**src/rtl/sqr_sweep_ctrl.sv**
```systemverilog
// Sweep sequencer for the square-wave generator: latches a sweep configuration on
// start and steps the generator frequency word between two bounds with a fixed dwell.
module sqr_sweep_ctrl #(
  parameter int FREQ_W  = 12,
  parameter int DWELL_W = 16,
  parameter int AMP_W   = 3,
  parameter int PH_W    = 8
) (
  input  logic               clk,
  input  logic               rst_n,
  input  logic               start,
  input  logic               abort,
  input  logic [FREQ_W-1:0]  cfg_freq_start,
  input  logic [FREQ_W-1:0]  cfg_freq_stop,
  input  logic [FREQ_W-1:0]  cfg_freq_step,
  input  logic [DWELL_W-1:0] cfg_dwell,
  input  logic [1:0]         cfg_mode,
  input  logic [AMP_W-1:0]   cfg_amp,
  input  logic [PH_W-1:0]    cfg_phase,
  output logic               gen_en,
  output logic [FREQ_W-1:0]  gen_freq,
  output logic [AMP_W-1:0]   gen_amp,
  output logic [PH_W-1:0]    gen_phase,
  output logic               busy,
  output logic               step_pulse,
  output logic               wrap_pulse,
  output logic               done
);

  typedef enum logic [1:0] {IDLE, RUN, FINISH} state_t;

  state_t             state;
  logic [FREQ_W-1:0]  s_start, s_stop, s_step;
  logic [DWELL_W-1:0] s_dwell, cnt;
  logic [1:0]         s_mode;
  logic               dir_up;

  logic [FREQ_W-1:0]  lo, hi, dn_val;
  logic [FREQ_W:0]    up_sum;
  logic               up_out, dn_out;

  // Both directions are evaluated every cycle so a ping-pong reversal can
  // take the opposite-direction step in the same dwell expiry.
  // NOTE: every signal written here gets a default first so no latch is inferred.
  always_comb begin
    lo     = s_start;
    hi     = s_stop;
    if (s_start > s_stop) begin
      lo = s_stop;
      hi = s_start;
    end
    up_sum = {1'b0, gen_freq} + {1'b0, s_step};
    up_out = up_sum > {1'b0, hi};
    dn_out = {1'b0, gen_freq} < ({1'b0, lo} + {1'b0, s_step});
    dn_val = gen_freq - s_step;
  end

  // NOTE: sequential state uses non-blocking assignments only, so every
  // register samples pre-edge values regardless of statement order.
  always_ff @(posedge clk or negedge rst_n) begin
    if (!rst_n) begin
      state      <= IDLE;
      s_start    <= '0;
      s_stop     <= '0;
      s_step     <= '0;
      s_dwell    <= '0;
      s_mode     <= '0;
      dir_up     <= 1'b1;
      cnt        <= '0;
      gen_en     <= 1'b0;
      gen_freq   <= '0;
      gen_amp    <= AMP_W'(1);
      gen_phase  <= '0;
      busy       <= 1'b0;
      step_pulse <= 1'b0;
      wrap_pulse <= 1'b0;
      done       <= 1'b0;
    end else begin
      step_pulse <= 1'b0;
      wrap_pulse <= 1'b0;
      done       <= 1'b0;
      if (abort) begin
        state  <= IDLE;
        gen_en <= 1'b0;
        busy   <= 1'b0;
        cnt    <= '0;
      end else begin
        case (state)
          IDLE: if (start) begin
            s_start   <= cfg_freq_start;
            s_stop    <= cfg_freq_stop;
            s_step    <= cfg_freq_step;
            s_dwell   <= cfg_dwell;
            s_mode    <= cfg_mode;
            dir_up    <= cfg_freq_start <= cfg_freq_stop;
            gen_freq  <= cfg_freq_start;
            gen_amp   <= (cfg_amp == '0) ? AMP_W'(1) : cfg_amp;
            gen_phase <= cfg_phase;
            gen_en    <= 1'b1;
            busy      <= 1'b1;
            cnt       <= '0;
            state     <= RUN;
          end
          RUN: begin
            if (cnt != s_dwell) begin
              cnt <= cnt + DWELL_W'(1);
            end else begin
              cnt <= '0;
              if (dir_up ? !up_out : !dn_out) begin
                gen_freq   <= dir_up ? up_sum[FREQ_W-1:0] : dn_val;
                step_pulse <= (s_step != '0);
              end else begin
                case (s_mode)
                  2'd1: begin
                    gen_freq   <= s_start;
                    wrap_pulse <= 1'b1;
                    step_pulse <= 1'b1;
                  end
                  2'd2: begin
                    dir_up     <= !dir_up;
                    wrap_pulse <= 1'b1;
                    if (dir_up ? !dn_out : !up_out) begin
                      gen_freq   <= dir_up ? dn_val : up_sum[FREQ_W-1:0];
                      step_pulse <= 1'b1;
                    end
                  end
                  default: begin
                    state  <= FINISH;
                    done   <= 1'b1;
                    gen_en <= 1'b0;
                    busy   <= 1'b0;
                  end
                endcase
              end
            end
          end
          FINISH:  state <= IDLE;
          default: state <= IDLE;
        endcase
      end
    end
  end

endmodule

```
**config.mk**
```make
export PLATFORM = sky130hd
export DESIGN_NAME = sqr_sweep_ctrl
export DESIGN_NICKNAME = d
export VERILOG_FILES = /design/src/rtl/sqr_sweep_ctrl.sv
export SDC_FILE = /design/constraint.sdc
export NUM_CORES = 1
export LEC_CHECK = 0
export BUFFER_PORTS_ARGS = -buffer_cell sky130_fd_sc_hd__buf_2
export CELL_PAD_IN_SITES_DETAIL_PLACEMENT = 1
export CELL_PAD_IN_SITES_GLOBAL_PLACEMENT = 1
export CORE_AREA = 2 2 129 131
export CTS_BUF_LIST = sky130_fd_sc_hd__clkbuf_2
export CTS_CLUSTER_DIAMETER = 40
export DETAILED_ROUTE_END_ITERATION = 8
export DIE_AREA = 0 0 131 133
export GPL_TIMING_DRIVEN = 0
export PLACE_DENSITY_LB_ADDON = 0.2
export SLEW_MARGIN = 10
export SYNTH_ARGS = -nofsm -noshare
export SYNTH_HDL_FRONTEND = slang
export SYNTH_SLANG_ARGS = --single-unit
```
**constraint.sdc**
```tcl
create_clock -name clk -period 11.4 [get_ports clk]
set_clock_uncertainty 0.1 [all_clocks]
set_input_delay 0.57 -clock clk [delete_from_list [all_inputs] [get_ports clk]]
set_output_delay 0.57 -clock clk [all_outputs]
set_load 0.05 [all_outputs]
```
==> impl_metrics.tcl, run 1 <==
set metrics [dict create \
    outcome "finished clean" \
    setup_viol 0 \
    post_drt_via_cell_ratio 5.64 \
    max_freq_ghz 0.127 \
    core_mm2 0.0162 \
    cts.path.max_buffers 2 \
    dp_hpwl_um 19600 \
    routedWlPerCell_um 19.7 \
    die_w_um 131 \
    routed_wl_um 25300 \
    synth_common_cells "171 x nand2_1, 98 x dfrtp_1, 87 x ha_1, 59 x inv_1, 56 x nor2_1" \
    critical-path-top-delay-family "compound AO/OA/AOI/OAI gates" \
    synthCells 903 \
    async_reset_ff_share_pct 100 \
    rsz0062_at_grt "false" \
    finalCriticalPeriod_ns 7.85 \
    avgSynthCellArea_um2 8.49 \
    area_growth_pct 18.4 \
    cts_root_buffer "clkbuf_2" \
    r2r_cells 30 \
    synthFlopType "dfrtp_1" \
    synth-edff-count 0 \
    cts_resized 0 \
    cp-startpoint "s_start[1]" \
    gp_congestion 0.908 \
    finalHoldViolations 0 \
    peakVddDrop_uv 175 \
    drive_gt1_share_pct 13.2 \
    worstPathArrival_ns 8.36 \
    drtIter0Drc 376 \
    synth_cell_types 70 \
    grt_max_degree 61 \
    grt_pass1_wl_um 40200 \
    clk_latency_ns 0.68 \
    hold_path.class "input pin to flip-flop" \
    synth_seq_area_share_pct 32.7 \
    crit_end "busy" \
    antenna_found_initial 1 \
    netlist.top_cell.by_area "dfrtp_1" \
    vias 7239 \
    grt_overflow 0 \
    synth-seq-cells 100 \
    required_ns 11.91 \
    setup_slack_ns 3.55 \
    ys_warn_count 0 \
    syn_nets 1062 \
    grt_pass1_vias 7588 \
    cp-start-kind "flip-flop" \
    final_area_mm2 0.00908 \
    cpPeakStageDelay_ns 0.74 \
    num_io_pins 97 \
    cts_sinks 100 \
    cts.htree.levels 3 \
    synth_top_area_share_pct 32.0 \
    p_per_area_mw_per_mm2 291 \
    drc 0 \
    dpl-instance-area_mm2 0.00846 \
    dieArea_mm2 0.0174 \
    min_period_over_period_pct 68.9 \
    cts_buffers 9 \
    cp_slowest_cell "nor2_1" \
    path_clk_slew_ns 0.34 \
    synth.most_common_cell "nand2_1" \
    max_cap_viol_count 0 \
    placementRows 47 \
    syn_area_mm2 0.00767 \
    cp-end-kind "flip-flop" \
    critPathBufInv 2 \
    final_antenna_net_count 0 \
    preCtsSetupSlack_ns 3.65 \
    synthTopCellsByArea "dfrtp_1 32%, ha_1 14%, nand2_1 8.4%, xnor2_1 4.2%, o21ai_0 3.2%" \
    relSlewSlack_pct 34.8 \
    r2r-start "s_start[1]" \
    cp_max_fo 10 \
    tightest_slew_ns 0.970 \
    drv_slew 0 \
    grt_use_total_pct 30.1 \
    io_buffer_count 96 \
    drt_first_pass_iters 5 \
    start_util_pct 47.4 \
    leakage_uw 0.00442 \
    cts_tree "yes" \
    nets 1217 \
    r2r_end "busy" \
    tns_ns 0 \
    path_depth 30 \
    die_height_um 133 \
    crit_type "flip-flop to flip-flop" \
    r2r_setup_slack_ns 3.55 \
]
==> layout make-up <==
type / count / area, µm²
antenna: 1 / 2.50
inverter: 61 / 229
fill: 1963 / 7100
clock inverter: 7 / 100
sequential: 100 / 2500
clock buffer: 9 / 45.0
timing repair buffer: 144 / 985
tap: 220 / 275
multi-input combinational: 706 / 4780
buffer: 36 / 153
==> tightest hold or removal path: cells and delay by family <==
family	cells	cell delay (ns)
buf+inv	1	0.08
simple gates	1	0.05
compound gates	1	0.06
==> metal layers <==
metal / global-route usage [%] / up-vias / routed length, µm
li1: - / 3456 / -
met1: 41.7 / 3564 / 11800
met2: 49.6 / 188 / 12000
met3: 3.48 / 31 / 977
met4: 8.75 / 0 / 508
met5: 0 / - / 0
==> how the worst min path moves through the flow <==
| stage | cells past startpoint | endpoint | startpoint |
|---|---|---|---|
| global placement | 2 | gen_amp[0] | gen_amp[0] |
| floorplan | 0 | busy | rst_n |
| global route | 3 | s_stop[5] | cfg_freq_stop[5] |
| CTS | 3 | s_start[10] | cfg_freq_start[10] |
| detailed placement | 2 | gen_amp[0] | gen_amp[0] |
| finish | 3 | s_step[6] | cfg_freq_step[6] |
==> kinds of logic after synthesis <==
group / Yosys count / synth area share (%)
AND/OR/NAND/NOR: 333 / 19.4
AO/OA/AOI/OAI: 197 / 17.4
flip-flops: 100 / 32.7
buffers and inverters: 97 / 4.98
adder cells (fa/ha/maj): 90 / 15.0
XOR/XNOR: 56 / 6.40
multiplexers: 30 / 4.13
==> registers in the layout (all words and copies together) (netlist names), 3 cells and up <==
name / flops
cnt: 16
gen_amp: 3
gen_freq: 12
gen_phase: 8
s_dwell: 16
s_start: 12
s_step: 12
s_stop: 12
==> cells in the final DEF, fill, tap and decap left out, drive strengths merged, types with 6 or more instances in the layout <==
cell type,instances
buf,105
o21ai,56
dfrtp,98
nor2b,13
xor2,19
a31oi,15
inv,64
mux2i,17
nand4,13
nand2b,16
dlygate4sd3,47
nor3,16
xnor2,37
a21oi,31
mux2,13
o21bai,7
and3,6
nand2,171
a32o,8
a21o,20
nor2,57
ha,87
clkbuf,37
nand3,21
==> report_power, final <==
group / switching (µW) / internal, µW
Combinational: 1170 / 724
Sequential: 99.1 / 429
Clock: 152 / 59.3
Total: 1420 / 1210
==> metrics by stage <==
step	util (%)	instances	hold WS, ns	total power, µW
3_3_place_gp	52.1	1219	0.340	2330
6_report	56.1	1284	0.0142	2640
4_1_cts	56.0	1282	0.000480	2620
3_5_place_dp	52.3	1220	0.353	2380
2_1_floorplan	-	903	0.174	1880
5_1_grt	56.1	1284	0.0165	2850
==> timing repair <==
item,4_1_cts,5_1_grt
setup buffers,0,0
hold buffers,46,1
hold endpoints to repair,85,1
No activity file was read; power rests on OpenSTA's default activity.
==> inputs of run 2 (changes only) <==
- ABC_AREA: default -> 1
- CORE_AREA: 2 2 129 131 -> 2 2 142 144
- DIE_AREA: 0 0 131 133 -> 0 0 144 146
- clock period: 11.4 -> 7.9 ns (I/O delays scaled with it)
==> impl_metrics.tcl, run 2 <==
set metrics [dict create \
    grt_use_total_pct 31.8 \
    dieArea_mm2 0.0210 \
    avgSynthCellArea_um2 6.76 \
    finalHoldViolations 0 \
    relSlewSlack_pct 46.8 \
    outcome "finished clean" \
    worstPathArrival_ns 6.58 \
    netlist.top_cell.by_area "dfrtp_1" \
    synth-edff-count 0 \
    drive_gt1_share_pct 10.3 \
    stdcell_count 1694 \
    syn_nets 1403 \
    rsz0062_at_grt "false" \
    final_antenna_net_count 0 \
    tns_ns 0 \
    synth_cell_types 39 \
    r2r_cells 33 \
    cp-end-kind "flip-flop" \
    cpMostUsedCell "nand2_1" \
    cts_hold_buf 68 \
    dpl-instance-area_mm2 0.00925 \
    grt_pass1_wl_um 51200 \
    vias 9096 \
    mostFrequentLayoutCells "446 x nand2_1, 149 x inv_1, 101 x buf_2" \
    io_buffer_count 96 \
    hold_path.class "input pin to flip-flop" \
    cpPeakStageDelay_ns 0.51 \
    r2r_setup_slack_ns 1.79 \
    reg.largest.list "cnt: 16 flops, s_dwell: 16 flops" \
    path_clk_slew_ns 0.29 \
    finalCriticalPeriod_ns 6.11 \
    synth.most_common_cell "nand2_1" \
    gr-usage-met2_pct 55.0 \
    tightest_slew_ns 0.798 \
    synth-seq-cells 100 \
    ys_warn_count 0 \
    synth_common_cells "446 x nand2_1, 149 x inv_1, 98 x dfrtp_1, 87 x ha_1, 84 x nand3_1" \
    cts.path.max_buffers 2 \
    synthFlopType "dfrtp_1" \
    r2r-start "s_start[7]" \
    routedWlPerCell_um 19.3 \
    cts_resized 0 \
    min_path_cells 5 \
    cts_buffers 9 \
    crit_type "flip-flop to flip-flop" \
    start_util_pct 43.5 \
    async_reset_ff_share_pct 100 \
    nets 1579 \
    min_period_over_period_pct 77.4 \
    num_io_pins 97 \
    top_usage_layer "met2" \
    core_mm2 0.0193 \
    drv_slew 0 \
    grt_pass1_vias 9531 \
    cts_tree "yes" \
    layout_commonest_cell "nand2_1" \
    grt_max_degree 58 \
    syn_area_mm2 0.00841 \
    synth_top_area_share_pct 29.2 \
    routed_wl_um 32700 \
    synth_seq_area_share_pct 29.8 \
    gp_congestion 0.932 \
    hold_end "state[1]" \
    die_height_um 146 \
    antenna_found_initial 4 \
    cp-start-kind "flip-flop" \
    r2r_end "gen_freq[8]" \
    grt_overflow 0 \
    synthTopCellsByArea "dfrtp_1 29%, nand2_1 20%, ha_1 13%, inv_1 6.7%, nand3_1 5.0%" \
    cts_sinks 100 \
    post_cts_buffers 0 \
    synthCells 1244 \
    placementRows 51 \
    dp.cells 1606 \
    cts_root_buffer "clkbuf_2" \
    drc 0 \
    max_cap_viol_count 0 \
    met1_usage_pct 38.4 \
    cp_slowest_cell "dfrtp_1" \
    required_ns 8.37 \
    cp_max_fo 10 \
    post_drt_via_cell_ratio 5.37 \
    max_freq_ghz 0.164 \
    final_area_mm2 0.0100 \
    holdWs_ns 0.0710 \
    drtIter0Drc 571 \
    cts.htree.levels 3 \
    die_w_um 144 \
    use_met3_pct 4.94 \
    dp_hpwl_um 24700 \
    area_growth_pct 19.4 \
    clk_latency_ns 0.62 \
    hp-start "start" \
    drt_first_pass_iters 4 \
    setup_viol 0 \
]
==> run 2: cell count changes in the layout (fill, tap and decap cells not counted), moves of 18 or more <==
cell / previous run / this run
dlygate4sd3_1: 47 / 68
nand2_1: 171 / 446
o21ai_0: 49 / 83
nand3_1: 21 / 84
inv_1: 59 / 149
nor2_1: 56 / 78
a21oi_1: 31 / 49
==> run 2: worst max path at each step <==
stage / slack, ns / startpoint / depth (start not counted) / endpoint
global placement: 2.10 / s_start[6] / 34 / gen_freq[8]
floorplan: 3.31 / s_start[7] / 33 / gen_freq[1]
detailed placement: 1.96 / s_start[7] / 33 / gen_freq[8]
CTS: 1.96 / s_stop[7] / 34 / gen_freq[6]
finish: 1.79 / s_start[7] / 33 / gen_freq[8]
global route: 1.41 / s_stop[7] / 34 / gen_freq[8]
==> run 2: worst max-delay path: cells and delay by family, from the launching register on <==
family	cells	cell delay [ns]
adder cells (fa/ha/maj)	3	1.12
AO/OA/AOI/OAI	7	1.17
XOR/XNOR	1	0.15
AND/OR/NAND/NOR	19	1.99
flip-flops	1	0.51
buffers and inverters	3	1.02
==> run 2: kinds of logic (layout without fill, tap and decap cells) <==
kind of cell | Yosys count | after routing | synth area share, %
buffers and inverters | 194 | 375 | 9.42
and+or+nand+nor | 672 | 672 | 33.4
muxes | 2 | 2 | 0.238
xor gates and xnor gates | 33 | 33 | 3.44
DFF | 100 | 100 | 29.8
other | 0 | 4 | 0
adders and majority gates | 90 | 90 | 13.7
AOI/OAI and AO/OA | 153 | 153 | 10.1
==> run 2: layout make-up <==
cell class              instances  area, µm²
flip-flops and latches        100       2500
plain buffers                  41        218
clock inverters                 6       48.8
multi-input cells             950       5110
inverters                     153        574
well taps                     265        332
diodes                          4       10.0
fillers                      2605       9290
repair buffers                165       1190
clock buffers                  10       50.0
==> run 2: routing by layer <==
metal  wire, µm  vias up  part of all wire, %
li1           -     4341                    -
met1      13300     4385                   41
met2      16300      271                   50
met3       1500       99                  4.6
met4       1640        0                  5.0
met5          0        -                    0
==> run 2: through the flow <==
step                      setup WS (ns)  util (%)
after floorplan                    3.31         -
after global placement             2.10      47.7
after detailed placement           1.96      47.9
after CTS                          1.96      51.9
after global routing               1.41      51.9
final                              1.79      51.9
Power of run 2 is not shown: default switching activity piles up to over one toggle a cycle in this logic, so the estimate is an artifact.
==> inputs of run 3 (changes only) <==
- CORE_AREA: 2 2 142 144 -> 2 2 148 150
- DIE_AREA: 0 0 144 146 -> 0 0 150 152
- clock period: 7.9 -> 5.29 ns (I/O delays scaled with it)
==> impl_metrics.tcl, run 3 (synthesis gave the netlist of run 2 again) <==
set metrics [dict create \
    outcome "finished clean" \
    tns_ns 0 \
    drc 0 \
    cts_sinks 100 \
    critical-path-top-delay-family "compound AO/OA/AOI/OAI gates" \
    placementRows 54 \
    drtIter0Drc 451 \
    cp_slowest_cell "dfrtp_1" \
    max_freq_ghz 0.199 \
    grt_overflow 0 \
    relSlewSlack_pct 50.9 \
    gp_congestion 0.942 \
    num_io_pins 97 \
    antenna_found_initial 1 \
    r2r_setup_slack_ns 0.27 \
    hp-start "cfg_dwell[0]" \
    path_clk_slew_ns 0.33 \
    drt_first_pass_iters 5 \
    tightest_slew_ns 0.736 \
    dieArea_mm2 0.0228 \
    grt_use_total_pct 29.2 \
    cpMostUsedCell "nand2_1" \
    seq_area_mm2 0.00251 \
    crit_type "flip-flop to flip-flop" \
    mostFrequentLayoutCells "443 x nand2_1, 145 x inv_1, 102 x buf_2" \
    min_path_cells 4 \
    cts.path.max_buffers 2 \
    setup_slack_ns 0.266 \
    cp-start-kind "flip-flop" \
    cts_tree "yes" \
    required_ns 5.79 \
    finalCriticalPeriod_ns 5.02 \
    r2r_end "gen_freq[5]" \
    dp_hpwl_um 24500 \
    critPathBufInv 3 \
    cts_root_buffer "clkbuf_2" \
    core_mm2 0.0214 \
    worstPathArrival_ns 5.53 \
    final_antenna_net_count 0 \
    cp_max_fo 10 \
    reg.largest.list "cnt: 16 flops, s_dwell: 16 flops" \
    drv_slew 0 \
    holdWs_ns 0.189 \
    preCtsSetupSlack_ns -0.631 \
    layout_commonest_cell "nand2_1" \
    die_height_um 152 \
    hold_path.class "input pin to flip-flop" \
    clk_latency_ns 0.67 \
    routedWlPerCell_um 19.0 \
    grt_pass1_wl_um 51500 \
    cts_buffers 9 \
    grt_pass1_vias 9612 \
    nets 1592 \
    start_util_pct 39.4 \
    cp-end-kind "flip-flop" \
    cts.htree.levels 3 \
    max_cap_viol_count 0 \
    grt_max_degree 48 \
    io_buffer_count 96 \
    routed_wl_um 32700 \
    area_growth_pct 22.7 \
    hold_end "s_dwell[0]" \
    min_period_over_period_pct 95.0 \
    multi_input_area_mm2 0.00523 \
    n_fill_cell 2837 \
    r2r_cells 29 \
    r2r-start "s_start[2]" \
    vias 8991 \
    fin_util_pct 48.3 \
    die_w_um 150 \
    post_drt_via_cell_ratio 5.23 \
    finalHoldViolations 0 \
    cpPeakStageDelay_ns 0.54 \
    setup_viol 0 \
    drive_gt1_share_pct 13.1 \
]
[run 3: cell types whose count changed in the layout (fill, tap and decap cells not counted), moves of 4 or more]
cell	delta
a21oi_1	-5
o21ai_1	+4
dfrtp_2	+4
a21oi_2	+4
o21ai_2	+6
inv_2	+4
buf_4	+10
clkbuf_1	-4
inv_1	-4
dfrtp_1	-4
o21ai_0	-12
[run 3: worst reg2reg max path, delay by kind of cell (launching register included)]
family	cells	cell delay, ns
flops	1	0.54
fa+ha+maj	3	0.94
compound gates	8	1.42
xor+xnor	1	0.17
simple gates	14	1.29
buf+inv	3	0.52
[run 3: area by class of cell]
class / count / area share (%)
Antenna cell: 1 / 0.0243
Buffer: 41 / 2.30
Clock buffer: 9 / 0.437
Clock inverter: 7 / 0.497
Inverter: 153 / 5.57
Multi-Input combinational cell: 950 / 50.7
Sequential cell: 100 / 24.3
Tap cell: 280 / 3.40
Timing Repair Buffer: 178 / 12.8
[run 3: timing repair]
action                                 in CTS  in global routing
gates cloned                                1                  0
pin swaps                                   1                  3
setup buffers                               2                  7
endpoints found under the hold margin     184                  0
resized for setup                          21                 37
hold buffers                               71                  0
setup endpoints to repair                  19                 19
[run 3: per-layer routing]
layer  routed length (µm)  global-route usage (%)
met1                13500                    36.1
met2                16600                    51.4
met3                 1190                    2.82
met4                 1330                    12.7
met5                    0                       0
[run 3: worst max-delay path by stage]
stage                     cells past startpoint  slack [ns]       start           to
final                                        29        0.27  s_start[2]  gen_freq[5]
after global routing                         35       -0.07   s_stop[5]  gen_freq[3]
after CTS                                    35        0.06   s_stop[5]  gen_freq[9]
after detailed placement                     34       -0.63  s_start[6]  gen_freq[8]
after global placement                       33       -0.51  s_start[6]  gen_freq[8]
after floorplan                              33        0.70  s_start[7]  gen_freq[1]
[run 3: through the flow]
stage               area (µm²)  std cells
finish                   10300       1719
global route             10300       1719
CTS                      10200       1711
detailed placement        9270       1621
global placement          9240       1620
floorplan                 8410       1244
Power of run 3 is left out for the same reason.
